`config.mk`:
```
export PLATFORM = sky130hd
export DESIGN_NAME = ahb_decode_ctrl
export DESIGN_NICKNAME = d
export VERILOG_FILES = /design/src/rtl/ahb_decode_ctrl.sv
export SDC_FILE = /design/constraint.sdc
export NUM_CORES = 1
export LEC_CHECK = 0
export CAP_MARGIN = 20
export CORE_MARGIN = 2
export CORE_UTILIZATION = 30
export DETAILED_ROUTE_END_ITERATION = 7
export PLACE_DENSITY = 0.75
export SETUP_SLACK_MARGIN = 0.5
export SLEW_MARGIN = 20
export SYNTH_ARGS = -nofsm -noshare
export SYNTH_HDL_FRONTEND = slang
export SYNTH_SLANG_ARGS = --single-unit
```
`constraint.sdc`:
```
create_clock -name hclk -period 1.3 [get_ports hclk]
set_input_delay 0.325 -clock hclk [delete_from_list [all_inputs] [get_ports hclk]]
set_output_delay 0.325 -clock hclk [all_outputs]
set_load 0.1 [all_outputs]
```
`src/rtl/ahb_decode_ctrl.sv`:
```
// AHB-lite address decoder and data-phase controller for a 3-slave read-response mux.
// The block decodes haddr into slave selects and registers the data-phase mux select.
// It acts as the default slave and gives a two-cycle ERROR for unmapped active transfers.
// It forms the bus hready/hresp and runs a sticky wait-state watchdog.
module ahb_decode_ctrl #(
    parameter logic [3:0] S1_BASE = 4'h0,
    parameter logic [3:0] S2_BASE = 4'h1,
    parameter logic [3:0] S3_BASE = 4'h2,
    parameter int         TIMEOUT = 16
) (
    input  logic        hclk,
    input  logic        hreset,
    input  logic [31:0] haddr,
    input  logic [1:0]  htrans,
    input  logic        mux_hreadyout,
    input  logic [1:0]  mux_hresp,
    input  logic        timeout_clr,
    output logic        hsel_1,
    output logic        hsel_2,
    output logic        hsel_3,
    output logic [2:0]  sel,
    output logic        hready,
    output logic [1:0]  hresp,
    output logic        timeout_err
);

    localparam int         CNT_W      = $clog2(TIMEOUT + 1);
    localparam logic [1:0] RESP_OKAY  = 2'b00;
    localparam logic [1:0] RESP_ERROR = 2'b01;

    typedef enum logic [1:0] {
        DS_IDLE = 2'd0,
        DS_ERR1 = 2'd1,
        DS_ERR2 = 2'd2
    } ds_state_t;

    ds_state_t        state;
    ds_state_t        state_next;
    logic [2:0]       sel_next;
    logic             ds_hready;
    logic [1:0]       ds_hresp;
    logic [3:0]       region;
    logic             active;
    logic             unmapped;
    logic             wait_cycle;
    logic             wdog_hit;
    logic [CNT_W-1:0] wdog_cnt;

    assign region     = haddr[31:28];
    assign active     = htrans[1];
    assign unmapped   = ~(hsel_1 | hsel_2 | hsel_3);
    // A wait cycle is a data phase owned by a real slave that is stretching the transfer.
    assign wait_cycle = (sel != 3'b000) && !mux_hreadyout;
    // The flag is raised on the wait cycle that takes the counter to TIMEOUT.
    assign wdog_hit   = wait_cycle && (wdog_cnt == CNT_W'(TIMEOUT - 1));

    // Address-phase decode; priority order keeps at most one select high even if bases overlap.
    always_comb begin
        // NOTE: every output of a combinational block gets a default first so no latch is inferred.
        hsel_1 = 1'b0;
        hsel_2 = 1'b0;
        hsel_3 = 1'b0;
        if (!hreset) begin
            if (region == S1_BASE)      hsel_1 = 1'b1;
            else if (region == S2_BASE) hsel_2 = 1'b1;
            else if (region == S3_BASE) hsel_3 = 1'b1;
        end
    end

    // Next data-phase select: only a completed (hready=1) cycle lets a new transfer in.
    always_comb begin
        sel_next = sel;
        if (hready) begin
            sel_next = 3'b000;
            if (active) begin
                if (hsel_1)      sel_next = 3'b001;
                else if (hsel_2) sel_next = 3'b010;
                else if (hsel_3) sel_next = 3'b011;
            end
        end
    end

    // Data-phase select register.
    always_ff @(posedge hclk) begin
        // NOTE: sequential state uses non-blocking assignments so every flop samples pre-edge values.
        if (hreset) sel <= 3'b000;
        else        sel <= sel_next;
    end

    // Default-slave response driven purely by its state; kept apart from next-state to avoid a loop through hready.
    always_comb begin
        ds_hready = 1'b1;
        ds_hresp  = RESP_OKAY;
        case (state)
            DS_ERR1: begin
                ds_hready = 1'b0;
                ds_hresp  = RESP_ERROR;
            end
            DS_ERR2: begin
                ds_hready = 1'b1;
                ds_hresp  = RESP_ERROR;
            end
            default: begin
                ds_hready = 1'b1;
                ds_hresp  = RESP_OKAY;
            end
        endcase
    end

    // Bus response mux: a selected slave owns the bus, otherwise the default slave answers.
    always_comb begin
        hready = ds_hready;
        hresp  = ds_hresp;
        if (sel != 3'b000) begin
            hready = mux_hreadyout;
            hresp  = mux_hresp;
        end
    end

    // Default-slave next state: accept unmapped active transfers on any ready cycle, including ERR2.
    always_comb begin
        state_next = state;
        case (state)
            DS_IDLE: if (hready && active && unmapped) state_next = DS_ERR1;
            DS_ERR1: state_next = DS_ERR2;
            DS_ERR2: state_next = (active && unmapped) ? DS_ERR1 : DS_IDLE;
            default: state_next = DS_IDLE;
        endcase
    end

    // Default-slave state register; reset aborts any error response in flight.
    always_ff @(posedge hclk) begin
        if (hreset) state <= DS_IDLE;
        else        state <= state_next;
    end

    // Watchdog counter: counts consecutive slave wait cycles, saturating, cleared by any ready cycle.
    always_ff @(posedge hclk) begin
        if (hreset) begin
            wdog_cnt <= '0;
        end else if (hready) begin
            wdog_cnt <= '0;
        end else if (wait_cycle && (wdog_cnt != CNT_W'(TIMEOUT))) begin
            wdog_cnt <= wdog_cnt + CNT_W'(1);
        end
    end

    // Sticky timeout flag; a coincident set beats the clear, and clearing leaves the counter alone.
    always_ff @(posedge hclk) begin
        if (hreset)           timeout_err <= 1'b0;
        else if (wdog_hit)    timeout_err <= 1'b1;
        else if (timeout_clr) timeout_err <= 1'b0;
    end

endmodule

```
# [Yosys cells after proc, flatten, opt, wreduce, memory -nomap -nowiden]
# Index checks and enable logic that the tools add are counted.
[op_classes] bitwise_logic=3 add_sub_neg=1 reduce_logical=13 n_eq_ne=7 mux=22
[op_table] op="$mux W1" count=15
[op_table] op="$mux W2" count=6
[op_table] op="$logic_and A1 B1 Y1" count=6
[op_table] op="$pmux W2 S3" count=1
[op_table] op="$add A5 B1 Y5 const B" count=1
[op_table] op="$eq A5 B4 Y1 const B" count=1
[op_table] op="$ne A5 B5 Y1 const B" count=1
[op_table] op="$eq A4 B1 Y1 const B" count=1
[op_table] op="$eq A4 B2 Y1 const B" count=1
[op_table] op="$logic_not A4 Y1" count=1
[op_table] op="$reduce_or A2 Y1" count=2
[op_table] op="$reduce_bool A3 Y1" count=1
[op_table] op="$eq A2 B1 Y1 const B" count=1
[op_table] op="$eq A2 B2 Y1 const B" count=1
[op_table] op="$logic_not A2 Y1" count=1
[op_table] op="$ne A2 B2 Y1 const B" count=1
[op_table] op="$or A1 B1 Y1" count=2
[op_table] op="$reduce_bool A2 Y1" count=1
[op_table] op="$logic_not A1 Y1" count=1
[op_table] op="$not A1 Y1" count=1
[word_totals] in_bits=40 ff_bits=11 word_cells=50 out_inout_bits=10

# [Longest topological paths before layout]
# Gate-level depths: netlist of run 1.
[depth] word_depth=10 ltp_mapped=6 ltp_nobuf=6

# [Worst setup path before layout of run 1]
# Ideal clock, no wire load.
[synth_timing] kind="input-to-output" startpoint="input port hreset" endpoint="output port hsel_2" path_slack_ns=-1.977 required_ns=0.975 stages=2 path_buffers=0 arrival_ns=2.952 path_cell_list="or3_4 nor3b_1"
[synth_between] elab_chain_cells=1
[synth_rtl] element="start: declaration" line_no="12" rtl="input logic hreset,"
[synth_rtl] element="$mux W1" line_no="63" rtl="if (!hreset) begin"
[synth_rtl] element="end: declaration" line_no="19" rtl="output logic hsel_2,"
# No other way between the ends.

# [Worst setup path in the final report of run 1]
[layout_timing] startpoint="register sel[1]" endpoint="output port hready"
[layout_between] elab_chain_cells=2
[layout_rtl] element="start: declaration" line_no="21" rtl="output logic [2:0] sel,"
[layout_rtl] element="start signal: assignment" line_no="87" rtl="else sel <= sel_next;"
[layout_rtl] element="$reduce_bool A3 Y1" line_no="114" rtl="if (sel != 3'b000) begin"
[layout_rtl] element="$mux W1" line_no="114"
[layout_rtl] element="end: declaration" line_no="22" rtl="output logic hready,"
# No other way between the ends.

==> out/metrics.yaml, run 1 <==
run_status:
  status: "finished, violations left"
  violations: "setup timing"
placement:
  dp.cells: 143
  pre_cts_ws_ns: -0.701
  place_hpwl_mm: 1.53
  dpl-instance-area_um2: 1250
  place.gp.congestion: 0.778
  port_buffers: 19
layout:
  fin_nets: 177
  antenna-diode-count: 0
  drive_above_1_share_pct: 69.0
  stdcell_count: 157
  final_area_um2: 1520
  area_delta_synth_final_pct: 127
route:
  wl_per_cell_um: 16.1
  antenna_left: 0
  postRouteWirelength_mm: 2.53
  drtIter0Drc: 9
  firstDrtPassIters: 4
  drc: 0
  routed-via-count: 780
  viasPerCell: 4.97
setup_path:
  cp_top_family: "flip-flops"
  reg2reg_from: "sel[1]"
  r2r_setup_slack_ns: -0.29
  crit_buf_inv: 2
  path_cells: "buf_4 > o31ai_4 > buf_12"
  critPathMaxFanout: 5
  crit_cells: 3
  cp-startpoint: "sel[1]"
  critical_path_class: "flop to output port"
  start_kind: "flop"
  cpPeakStageDelay_ns: 0.38
  critPathSlowestCell: "dfxtp_4"
  crit_arrival_ns: 1.35
  worst_ep_required_time_ns: 0.98
  r2r-end: "sel[0]"
  r2r_cells: 7
  end_kind: "output port"
sta:
  setup_violations: 18
  post-route-period-util_pct: 129
  fin_hold_ws_ns: 0.358
  fin_skew_ns: 0.00315
  min_period_ns: 1.67
  finalHoldViolCount: 0
  max_freq_mhz: 597
  setup_slack_ns: -0.374
  rsz0062_at_grt: "true"
  report.final.slew_viol_count: 0
synth:
  synth_top_cell_by_area: "dfxtp_1"
  yosysTopAreaCellShare_pct: 30.0
  synth_fp_nets: 122
  syn_area_um2: 667
  synth_cell_types: 33
  async_flop_share_pct: 0
  synth.most_common_cell: "dfxtp_1"
  ys_top_cells_by_count: "10 x dfxtp_1, 9 x nor2_1, 7 x ha_1"
  synth-seq-cells: 10
  synth_cells: 75
  ys_warn_count: 0
  dominantRegCellSynth: "dfxtp_1"
  syn_area_per_cell_um2: 8.89
  synth_edf_count: 0
  synthTopCellsByArea: "dfxtp_1 30%, ha_1 13%, nor2_1 5.1%"
  yosysSeqAreaShare_pct: 30.0
min_path:
  hold_end: "timeout_err"
  hold_depth: 3
  hold_path_class: "input pin to flop"
  holdCritStartpoint: "hreset"
floorplanning:
  die_y_um: 51.2
  fp.dieW_um: 51.2
  core-area_um2: 2150
  io_pins: 50
  dieArea_um2: 2620
  num_rows: 17
  start_util_pct: 31.0
pwr:
  p_leak_nw: 0.610
  max-vdd-ir-drop_mv: 1.70
  p_per_area_nw_per_um2: 1340
job:
  maxCapViolCount: 0
global_route:
  grt_start_max_net_pins: 8
  antenna_found_initial: 0
  grt_usage_pct: 21.3
  grt-ovfl-total: 0
  grt_pass1_vias: 818
  grt_pass1_wl_mm: 3.83
clock_tree:
  clkSinkCount: 10
  clk_path_buf_depth: 2
  cts_buffers: 3
  root_buffer: "clkbuf_4"
  clk_pin_slew_ns: 0.08
  htree_levels: 1
  clk-insertion-delay-late_ns: 0.28
  cts_tree: "done"
## through the flow
stage | utilization [%] | TNS, ns | total power [W]
3_5_place_dp | 58.2 | -6.41 | 0.00146
6_report | 70.6 | -4.09 | 0.00203
3_3_place_gp | 58.2 | -5.90 | 0.00143
5_1_grt | 70.6 | -4.74 | 0.00212
2_1_floorplan | - | -8.32 | 0.00102
4_1_cts | 66.4 | -2.83 | 0.00189
## kinds of logic after synthesis
logic type,synth area share [%]
other cells,0.562
fa+ha+maj,13.1
flops,30.0
buf+inv,4.50
compound gates,15.9
mux,4.69
xor+xnor,5.25
simple gates,25.9
## worst register-to-register path, stage by stage (launching register included)
cell and delay (ns):
dfxtp_4 0.38, buf_4 0.15, o31ai_4 0.32, buf_4 0.18, buf_6 0.11, buf_6 0.09, nand4b_1 0.11, a21oi_2 0.17
## final cells by class
type	instances	area, um2
multi-input cells	58	649
well taps	28	35.0
flip-flops and latches	10	220
fillers	146	632
clock buffers	4	36.3
inverters	6	27.5
repair buffers	51	548
## how the worst max path moves through the flow
stage	to
6_report	hready
5_1_grt	hready
4_1_cts	hsel_3
3_5_place_dp	hsel_3
3_3_place_gp	hsel_2
2_1_floorplan	state[0]
## sequential cells by signal, summed over array words and instances, names as in the netlist
register	count
timeout_err	1
state	2
sel	2
wdog_cnt	5
## power by group
part	leakage, nW	internal (W)	switching (W)	total, W
Sequential	0.0859	0.000340	0.0000429	0.000383
Combinational	0.503	0.000626	0.000720	0.00135
Clock	0.0210	0.000170	0.000128	0.000298
Total	0.610	0.00114	0.000891	0.00203
## repair_timing
item | in CTS | in global routing
gates resized for setup | 43 | 14
endpoints found under the setup margin | 19 | 19
setup buffers | 7 | 3
hold buffers | 0 | 0
pin swaps | 16 | 9
## routing by layer
layer  routed length [um]  GRT usage, %  part of all wire [%]  up-vias
li1                     -             -                     -      374
met1                  951          19.9                    38      375
met2                 1420          42.2                    56       25
met3                   87          2.34                   3.4        6
met4                   73          14.4                   2.9        0
met5                    0             0                     0        -
## layout by cell type (no fill, tap or decap), drive strengths merged
cell,instances
a211oi,1
a21o,1
a21oi,5
a311oi,2
a31oi,1
and3,1
and3b,1
buf,44
clkbuf,4
clkdlybuf4s50,4
conb,1
dfxtp,10
dlygate4sd2,3
ha,7
inv,6
mux2,1
mux2i,2
nand2b,4
nand3b,1
nand4,2
nand4b,1
nor2,9
nor2b,2
nor3,2
nor3b,2
nor4bb,1
o211ai,1
o21a,1
o21ai,1
o21ba,1
o31ai,1
or2,1
or3,1
xnor2,2
xor2,2
Note: power is estimated with default switching activity, not from simulation.
==> inputs of run 2 (changes only) <==
Settings changed: CTS_CLUSTER_SIZE from default to 24, SETUP_SLACK_MARGIN 0.5 to 0.3.
==> out/metrics.yaml, run 2 (synthesis gave the netlist of run 1 again) <==
floorplanning:
  core-area_um2: 2150  # unchanged
  start_util_pct: 31.0  # unchanged
  fp.dieW_um: 51.2  # unchanged
  num_rows: 17  # unchanged
  die_y_um: 51.2  # unchanged
  dieArea_um2: 2620  # unchanged
  io_pins: 50  # unchanged
layout:
  area_delta_synth_final_pct: 105  # was 127%
  regMostFlops: "wdog_cnt"  # unchanged
  reg_top3: "wdog_cnt (5), sel (2), state (2)"  # unchanged
  final_cell_mix: "20 x buf_4, 9 x buf_12, 8 x nor2_1, 8 x buf_6"  # was 23 x buf_4, 11 x buf_6, 9 x buf_12
  final_util_pct: 63.8  # was 70.6%
  antenna-diode-count: 0  # unchanged
  drive_above_1_share_pct: 54.5  # was 69.0%
  largest_reg_flops: 5  # unchanged
  fin_nets: 171  # was 177
  final_common_cell: "buf_4"  # unchanged
clock_tree:
  cts_tree: "done"  # unchanged
  htree_levels: 1  # unchanged
  clk_path_buf_depth: 2  # unchanged
  clk_pin_slew_ns: 0.07  # was 0.08 ns
  postCtsHoldBufs: 0  # unchanged
  clk-insertion-delay-late_ns: 0.27  # was 0.28 ns
  clkSinkCount: 10  # unchanged
  cts_buffers: 3  # unchanged
  root_buffer: "clkbuf_4"  # unchanged
pwr:
  p_per_area_nw_per_um2: 1320  # was 1340 nW/um2
  max-vdd-ir-drop_mv: 1.06  # was 1.70 mV
  p_leak_nw: 0.567  # was 0.610 nW
job:
  maxCapViolCount: 0  # unchanged
global_route:
  grt_use_met2_pct: 29.2  # was 42.2%
  grt_start_max_net_pins: 8  # unchanged
  busiest_layer: "met2"  # unchanged
  antenna_found_initial: 0  # unchanged
  grt_usage_pct: 16.2  # was 21.3%
  grt-ovfl-total: 0  # unchanged
  grt_pass1_wl_mm: 3.17  # was 3.83 mm
  grtUsageMet3_pct: 3.80  # was 2.34%
  grt_pass1_vias: 729  # was 818
  use_met1_pct: 18.0  # was 19.9%
setup_path:
  start_kind: "flop"  # unchanged
  crit_buf_inv: 2  # unchanged
  cpPeakStageDelay_ns: 0.36  # was 0.38 ns
  r2r_cells: 5  # was 7
  cp-startpoint: "state[1]"  # was sel[1]
  critPathMaxFanout: 2  # was 5
  end_kind: "output port"  # unchanged
  critPathSlowestCell: "dfxtp_2"  # was dfxtp_4
  path_cells: "inv_4 > ha_4 > mux2_4 > buf_12"  # was buf_4 > o31ai_4 > buf_12
  critical_path_class: "flop to output port"  # unchanged
  cp_top_family: "flip-flops"  # unchanged
  r2r_setup_slack_ns: -0.14  # was -0.29 ns
  crit_cells: 4  # was 3
  worst_ep_required_time_ns: 0.98  # about the same
  r2r-end: "wdog_cnt[4]"  # was sel[0]
  crit_arrival_ns: 1.33  # was 1.35 ns
  critPathCapture: "hresp[0]"  # was hready
  reg2reg_from: "sel[0]"  # was sel[1]
min_path:
  hold_path_class: "input pin to flop"  # unchanged
route:
  drc: 0  # unchanged
  antenna_left: 0  # unchanged
  routed-via-count: 716  # was 780
  wl_per_cell_um: 12.7  # was 16.1 um
  drtIter0Drc: 10  # was 9
  firstDrtPassIters: 4  # unchanged
  postRouteWirelength_mm: 1.92  # was 2.53 mm
  viasPerCell: 4.74  # was 4.97
sta:
  min_period_ns: 1.66  # was 1.67 ns
  setup_slack_ns: -0.356  # was -0.374 ns
  finalHoldViolCount: 0  # unchanged
  rsz0062_at_grt: "true"  # unchanged
  fin_skew_ns: 0.00522  # was 0.00315 ns
  report.final.slew_viol_count: 0  # unchanged
  tns_ns: -2.72  # was -4.09 ns
  setup_violations: 17  # was 18
  max_freq_mhz: 604  # was 597 MHz
  fin_hold_ws_ns: 0.336  # was 0.358 ns
  post-route-period-util_pct: 127  # was 129%
run_status:
  status: "finished, violations left"  # unchanged
  violations: "setup timing"  # unchanged
placement:
  place.gp.congestion: 0.730  # was 0.778
  place_hpwl_mm: 1.39  # was 1.53 mm
  port_buffers: 19  # unchanged
[run 2: cell types whose count changed in the layout (fill, tap and decap cells not counted), moves of 2 or more]
cell     change
buf_4        -3
a21oi_1      +2
inv_1        +2
dfxtp_1      +2
inv_2        -2
nor2_2       -3
a21oi_2      -2
buf_6        -3
nor2_1       +4
[run 2: repair_timing]
item                                    in CTS  in global routing
endpoints found under the setup margin      19                 19
gates resized for setup                     24                 10
pin swaps                                    6                  6
buffers inserted                             5                  1
[run 2: how the worst min path moves through the flow]
stage	end	slack [ns]	cells past startpoint	start
floorplan	timeout_err	0.38	1	hreset
global placement	wdog_cnt[4]	0.50	2	wdog_cnt[4]
detailed placement	wdog_cnt[4]	0.51	2	wdog_cnt[4]
CTS	sel[1]	0.33	4	haddr[30]
global route	sel[0]	0.36	4	haddr[30]
finish	sel[1]	0.34	4	haddr[30]
[run 2: cell type report]
| class | count | area, um2 |
|---|---|---|
| flip-flops and latches | 10 | 215 |
| clock buffers | 4 | 26.3 |
| inverters | 6 | 27.5 |
| repair buffers | 45 | 495 |
| well taps | 28 | 35.0 |
| multi-input cells | 58 | 571 |
| fillers | 185 | 778 |
[run 2: per-stage QoR]
step	area, um2	cells	power [W]	worst slack, ns
2_1_floorplan	776	75	0.00102	-0.711
3_3_place_gp	1230	141	0.00144	-0.667
3_5_place_dp	1230	141	0.00145	-0.673
4_1_cts	1320	150	0.00180	-0.364
5_1_grt	1370	151	0.00190	-0.396
6_report	1370	151	0.00180	-0.356
[run 2: routing by layer]
layer  share of wire [%]  vias up
met5                   0        -
met4                 1.1        0
met3                 4.9        4
met2                  55       16
met1                  39      332
li1                    -      364
[run 2: tightest hold or removal path, stage by stage]
cell and delay (ns):
buf_6 0.07, nor2_1 0.04, nand4_1 0.08, a21oi_1 0.05
[run 2: power by group]
part           switching (W)  total, W  internal (W)
logic               0.000639   0.00119      0.000552
registers          0.0000410  0.000383      0.000343
clock network       0.000111  0.000230      0.000119
==> inputs of run 3 (changes only) <==
Settings changed: SKIP_LAST_GASP from default to 1.
==> out/metrics.yaml, run 3 (synthesis gave the netlist of run 1 again) <==
run_status:
  status: "finished, violations left"  # unchanged
  violations: "setup timing"  # unchanged
route:
  drc: 0  # unchanged
  antenna_left: 0  # unchanged
  viasPerCell: 4.74  # unchanged
  routed-via-count: 716  # unchanged
  firstDrtPassIters: 4  # unchanged
  wl_per_cell_um: 12.7  # unchanged
  drtIter0Drc: 10  # unchanged
  postRouteWirelength_mm: 1.92  # unchanged
clock_tree:
  clkSinkCount: 10  # unchanged
  clk-insertion-delay-late_ns: 0.27  # about the same
  cts_buffers: 3  # unchanged
  cts_tree: "done"  # unchanged
  htree_levels: 1  # unchanged
  clk_pin_slew_ns: 0.07  # about the same
  clk_path_buf_depth: 2  # unchanged
  root_buffer: "clkbuf_4"  # unchanged
layout:
  final_util_pct: 63.8  # unchanged
  final_cell_mix: "20 x buf_4, 9 x buf_12, 8 x nor2_1, 8 x buf_6"  # unchanged
  final_common_cell: "buf_4"  # unchanged
  area_delta_synth_final_pct: 105  # unchanged
  drive_above_1_share_pct: 54.5  # unchanged
  largest_reg_flops: 5  # unchanged
  stdcell_count: 151  # unchanged
  antenna-diode-count: 0  # unchanged
  final_area_um2: 1370  # unchanged
  fin_nets: 171  # unchanged
  regMostFlops: "wdog_cnt"  # unchanged
  reg_top3: "wdog_cnt (5), sel (2), state (2)"  # unchanged
placement:
  dpl-instance-area_um2: 1230  # unchanged
  port_buffers: 19  # unchanged
  dp.cells: 141  # unchanged
  place_hpwl_mm: 1.39  # unchanged
  place.gp.congestion: 0.730  # unchanged
setup_path:
  crit_arrival_ns: 1.33  # about the same
  critical_path_class: "flop to output port"  # unchanged
  critPathSlowestCell: "dfxtp_2"  # unchanged
  cpPeakStageDelay_ns: 0.36  # about the same
  end_kind: "output port"  # unchanged
  path_cells: "inv_4 > ha_4 > mux2_4 > buf_12"  # unchanged
  cp-startpoint: "state[1]"  # unchanged
  critPathMaxFanout: 2  # unchanged
  reg2reg_from: "sel[0]"  # unchanged
  cp_top_family: "flip-flops"  # unchanged
  crit_buf_inv: 2  # unchanged
  worst_ep_required_time_ns: 0.98  # about the same
  start_kind: "flop"  # unchanged
global_route:
  antenna_found_initial: 0  # unchanged
  use_met1_pct: 18.0  # unchanged
  grt_start_max_net_pins: 8  # unchanged
  grt_use_met2_pct: 29.2  # unchanged
  grt_usage_pct: 16.2  # unchanged
  grtUsageMet3_pct: 3.80  # unchanged
  busiest_layer: "met2"  # unchanged
  grt_pass1_wl_mm: 3.17  # unchanged
  grt-ovfl-total: 0  # unchanged
  grt_pass1_vias: 729  # unchanged
sta:
  rsz0062_at_grt: "true"  # unchanged
  finalHoldViolCount: 0  # unchanged
  report.final.slew_viol_count: 0  # unchanged
  fin_hold_ws_ns: 0.336  # unchanged
  setup_violations: 17  # unchanged
  post-route-period-util_pct: 127  # unchanged
  max_freq_mhz: 604  # unchanged
  setup_slack_ns: -0.356  # unchanged
  min_period_ns: 1.66  # unchanged
  fin_skew_ns: 0.00522  # unchanged
floorplanning:
  die_y_um: 51.2  # unchanged
  io_pins: 50  # unchanged
  core-area_um2: 2150  # unchanged
  start_util_pct: 31.0  # unchanged
  fp.dieW_um: 51.2  # unchanged
  num_rows: 17  # unchanged
  dieArea_um2: 2620  # unchanged
job:
  maxCapViolCount: 0  # unchanged
pwr:
  p_per_area_nw_per_um2: 1320  # unchanged
  max-vdd-ir-drop_mv: 1.06  # unchanged
  p_leak_nw: 0.567  # unchanged
min_path:
  holdCritStartpoint: "haddr[30]"  # unchanged
  hold_path_class: "input pin to flop"  # unchanged
## run 3: cell counts in the layout (fill, tap and decap cells not counted)
Identical to the previous run, type by type.
## run 3: final cells by class
| class | instances | area (um2) |
|---|---|---|
| Clock buffer | 4 | 26.3 |
| Multi-Input combinational cell | 58 | 571 |
| Tap cell | 28 | 35.0 |
| Sequential cell | 10 | 215 |
| Inverter | 6 | 27.5 |
| Fill cell | 185 | 778 |
| Timing Repair Buffer | 45 | 495 |
## run 3: repair_timing
item,4_1_cts,5_1_grt
endpoints found under the setup margin,19,19
hold buffers,0,0
buffers inserted,5,1
gates resized for setup,24,10
pin swaps,6,6
## run 3: per-stage QoR
stage / setup slack [ns] / total power [W] / setup TNS (ns)
floorplan: -0.711 / 0.00102 / -8.32
global placement: -0.667 / 0.00144 / -6.01
detailed placement: -0.673 / 0.00145 / -6.23
CTS: -0.364 / 0.00180 / -3.36
global route: -0.396 / 0.00190 / -3.71
finish: -0.356 / 0.00180 / -2.72
## run 3: final timing paths
check	endpoint	slack, ns	depth (start not counted)
setup / recovery	hresp[0]	-0.36	4
hold / removal	sel[1]	0.34	4
hold reg to reg	wdog_cnt[4]	0.52	2
setup reg to reg	wdog_cnt[4]	-0.14	5
## run 3: worst reg2reg max path, stage by stage (launching register included)
cell	delay [ns]
dfxtp_4	0.38
o21ai_1	0.23
o31ai_4	0.14
buf_4	0.17
or2_4	0.27
a211oi_1	0.16
## run 3: per-layer routing
| layer | vias up | share of wire, % |
|---|---|---|
| met2 | 16 | 55 |
| met1 | 332 | 39 |
| met4 | 0 | 1.1 |
| li1 | 364 | - |
| met5 | - | 0 |
| met3 | 4 | 4.9 |
## run 3: power by group
part | switching (W) | internal, W | leakage, nW
clock | 0.000111 | 0.000119 | 0.0150
sequential | 0.0000410 | 0.000343 | 0.0846
combinational | 0.000639 | 0.000552 | 0.468
total | 0.000791 | 0.00101 | 0.567
